--- src/rtl/input_debouncer.sv ---
// Synchronises a raw asynchronous level and qualifies every change with a stability counter
// before presenting it as a clean registered level.
module input_debouncer #(
  parameter int unsigned SYNC_STAGES     = 2,
  parameter int unsigned DEBOUNCE_CYCLES = 16
) (
  input  logic clk,
  input  logic rstn,
  input  logic x_raw,
  input  logic enable,
  output logic x_clean,
  output logic busy
);

  localparam int unsigned CntW = (DEBOUNCE_CYCLES > 1) ? $clog2(DEBOUNCE_CYCLES) : 1;
  localparam logic [CntW-1:0] CntMax = CntW'(DEBOUNCE_CYCLES - 1);

  if (SYNC_STAGES < 2 || SYNC_STAGES > 4) begin : g_bad_sync_stages
    $error("input_debouncer: SYNC_STAGES must be in 2..4");
  end
  if (DEBOUNCE_CYCLES < 2) begin : g_bad_debounce_cycles
    $error("input_debouncer: DEBOUNCE_CYCLES must be at least 2");
  end

  typedef enum logic [1:0] {
    StStableLow,
    StWaitHigh,
    StStableHigh,
    StWaitLow
  } state_e;

  logic [SYNC_STAGES-1:0] sync_q;
  logic                   x_sync;
  state_e                 state_q, state_d;
  logic [CntW-1:0]        cnt_q, cnt_d;
  logic                   x_clean_q, busy_q;

  assign x_sync = sync_q[SYNC_STAGES-1];

  always_ff @(posedge clk or negedge rstn) begin
    if (!rstn) begin
      sync_q <= '0;
    end else begin
      sync_q <= {sync_q[SYNC_STAGES-2:0], x_raw};
    end
  end

  // Any disagreeing sample or loss of enable drops back to the stable state, taking
  // priority over the terminal count.
  always_comb begin
    state_d = state_q;
    cnt_d   = cnt_q;
    case (state_q)
      StStableLow: begin
        if (enable && x_sync) begin
          state_d = StWaitHigh;
          cnt_d   = '0;
        end
      end
      StWaitHigh: begin
        if (!x_sync || !enable) begin
          state_d = StStableLow;
          cnt_d   = '0;
        end else if (cnt_q == CntMax) begin
          state_d = StStableHigh;
          cnt_d   = '0;
        end else begin
          cnt_d = cnt_q + CntW'(1);
        end
      end
      StStableHigh: begin
        if (enable && !x_sync) begin
          state_d = StWaitLow;
          cnt_d   = '0;
        end
      end
      StWaitLow: begin
        if (x_sync || !enable) begin
          state_d = StStableHigh;
          cnt_d   = '0;
        end else if (cnt_q == CntMax) begin
          state_d = StStableLow;
          cnt_d   = '0;
        end else begin
          cnt_d = cnt_q + CntW'(1);
        end
      end
      default: begin
        state_d = StStableLow;
        cnt_d   = '0;
      end
    endcase
  end

  always_ff @(posedge clk or negedge rstn) begin
    if (!rstn) begin
      state_q   <= StStableLow;
      cnt_q     <= '0;
      x_clean_q <= 1'b0;
      busy_q    <= 1'b0;
    end else begin
      state_q   <= state_d;
      cnt_q     <= cnt_d;
      x_clean_q <= (state_d == StStableHigh) || (state_d == StWaitLow);
      busy_q    <= (state_d == StWaitHigh) || (state_d == StWaitLow);
    end
  end

  assign x_clean = x_clean_q;
  assign busy    = busy_q;

endmodule

--- config.mk ---
export PLATFORM = sky130hd
export DESIGN_NAME = input_debouncer
export DESIGN_NICKNAME = d
export VERILOG_FILES = /design/src/rtl/input_debouncer.sv
export SDC_FILE = /design/constraint.sdc
export NUM_CORES = 1
export LEC_CHECK = 0
export ABC_CLOCK_PERIOD_IN_PS = 1820
export BUFFER_PORTS_ARGS = -buffer_cell sky130_fd_sc_hd__buf_2
export CORE_AREA = 2 2 39 41
export CTS_BUF_LIST = sky130_fd_sc_hd__clkbuf_8
export CTS_CLUSTER_SIZE = 30
export DETAILED_ROUTE_END_ITERATION = 8
export DIE_AREA = 0 0 41 43
export MAX_ROUTING_LAYER = met4
export SLEW_MARGIN = 20
export SYNTH_ARGS = -nofsm -noshare
export SYNTH_HDL_FRONTEND = slang
export SYNTH_SLANG_ARGS = --single-unit
--- constraint.sdc ---
create_clock -name clk -period 1.82 [get_ports clk]
set_input_delay 0.091 -clock clk [delete_from_list [all_inputs] [get_ports clk]]
set_output_delay 0.091 -clock clk [all_outputs]
set_load 0.1 [all_outputs]
==> reports/results.tsv <==
metric	value	unit
status	finished clean	
setup_violations	0	
syn_avg_cell_area	11.4	um^2
maxSlewViolCount	0	
comb_power_share	7.0	%
synth_nets	41	
critical_path_arrival	1540	ps
drt_iter0_markers	1	
total_power	0.471	mW
rrSetupSlack	400	ps
first_pass_iters	2	
die_height	43	um
powerDensity	910	nW/um^2
drc	0	
rows	14	
crit_start	cnt_q[0]	
area_growth	25.8	%
synth_seq_cells	9	
grt_max_degree	10	
wl_per_cell	11.0	um
final_common_cell	dfrtp_1	
tns	0	ps
critPathCapture	state_q[1]	
drive_gt1_share	21.7	%
clock-root-buffer	clkbuf_8	
cp_data_required_time	1940	ps
antenna_found_initial	0	
relSlewSlack	68.0	%
crit_fanout	5	
netSwitchingPower	0.106	mW
antenna_left	0	
die_w	41	um
rsz0062_at_grt	no	
place_ws	396	ps
p_leak	0.261	nW
fin_crit	1420	ps
worst-r2r-cell-count	4	
yosys_warnings	0	
via_per_inst	4.90	
syn_inst	36	
core_region_area	1380	um^2
cts_buffer_depth	2	
wirelength	679	um
num_antenna_cells	0	
fill_cells	148	
pwr-share-clk	47.7	%
place_hpwl	485	um
cts-htree-levels	1	
nets	52	
holdWs	157	ps
worst_slew_pin_slew	484	ps
synthTopCellsByArea	dfrtp_1, a22o_1, nor2b_1, xor2_2, a21oi_1	
cts_tree	built	
skew	7.09	ps
numCtsBuffers	3	
yosysUniqueCellTypes	17	
max_freq	702	MHz
final_cell_mix	dfrtp_1, buf_2	
post-cts-setup-buffers	0	
worst_setup_path_end_kind	register	
hp-class	in2reg	
start_util	29.7	%
hold_viol	0	
fin_crit_sh	78.2	%
r2r-start	cnt_q[0]	
grt_pass1_wl	1.11	mm
netlist_area	412	um^2
p_seq_share	45.4	%
io_buffers	5	
grt_util_all_layers	10.0	%
ctsHoldBuffers	2	
cp_slowest_cell	dfrtp_1	
grt_pass1_vias	298	
vias	304	
dieArea	1760	um^2
cpPeakStageDelay	410	ps
swShare	22.5	%
clk_latency	230	ps
io_pins	6	
ir_drop	0.000504	V
rr_endpoint	state_q[1]	
internal-power	0.365	mW
grt_overflow	0	
place_congestion	0.706	
worstSetupPathType	reg2reg	
layout_setup_ws	396	ps
cap_violations	0	
ys_seq_area_share	54.7	%
synth_top_cell_area_share	54.7	%
cts_resized	0	
cts_sinks	9	
cts.reportedPaths.clkPinSlew	50	ps
final_util	37.4	%
yosys.area.top_type	dfrtp_1	
startpoint_type	register	
cp_cell_sequence	ha_1 > and3_1 > nand3_1 > mux2_2	
area by class of cell:
type                    instances  area [um^2]  area share [%]
clock buffers                   3         41.3            7.97
clock inverters                 1         3.75           0.725
inverters                       2         7.51            1.45
multi-input cells              24          175            33.8
flip-flops and latches          9          225            43.5
well taps                      16         20.0            3.86
repair buffers                  7         45.0            8.70
sequential cells by signal, indices dropped and copies added, names as in the netlist:
signal / flops
cnt_q: 4
busy: 1
sync_q: 2
state_q: 2
synth_stat cells:
master	n
and4b_1	1
a311o_1	1
xor2_2	1
inv_1	2
nor2b_1	3
nand3_1	2
dfrtp_1	9
ha_1	1
a211o_1	1
nand2_1	2
a22o_1	3
and3_1	2
a21oi_1	3
clkbuf_1	1
nand4_1	2
mux2_2	1
nor2_1	1
worst min path at each step:
stage,from,to,slack (ps),cells after the start
2_1_floorplan,rstn,busy,-200,0
5_1_grt,enable,state_q[0],180,3
3_5_place_dp,rstn,cnt_q[0],-40,1
4_1_cts,enable,state_q[0],150,3
3_3_place_gp,rstn,cnt_q[0],-50,1
6_report,enable,state_q[0],160,3
worst max-delay path, delay by kind of cell, from the launching register on:
kind	cells	cell delay, ps
DFF	1	410
and+or+nand+nor	2	330
muxes	1	330
adders and majority gates	1	250
per-stage QoR:
step / instance area [um^2] / instances
2_1_floorplan: 412 / 36
3_3_place_gp: 453 / 56
3_5_place_dp: 453 / 56
4_1_cts: 518 / 62
5_1_grt: 518 / 62
6_report: 518 / 62
routing by layer:
layer / GRT usage (%) / part of all wire (%) / wire [um]
met2: 14.1 / 48 / 327
met4: 4.00 / 1.0 / 7
met1: 11.2 / 44 / 298
met3: 6.28 / 6.6 / 45
met5: - / 0 / 0
power by group through the flow:
stage / combinational [mW] / clock [mW] / sequential (mW)
final: 0.0329 / 0.225 / 0.214
after global routing: 0.0368 / 0.238 / 0.215
after CTS: 0.0336 / 0.232 / 0.214
after detailed placement: 0.0301 / 0 / 0.217
after global placement: 0.0293 / 0 / 0.216
after floorplan: 0.0118 / 0 / 0.222
logic make-up after synthesis:
family	count (synthesis)	share of synthesized area (%)
xor gates and xnor gates	1	3.95
and+or+nand+nor	13	18.2
muxes	1	2.74
adders and majority gates	1	3.04
DFF	9	54.7
buffers and inverters	3	2.74
AOI/OAI and AO/OA	8	14.6
Power figures use the tool's default switching activity.
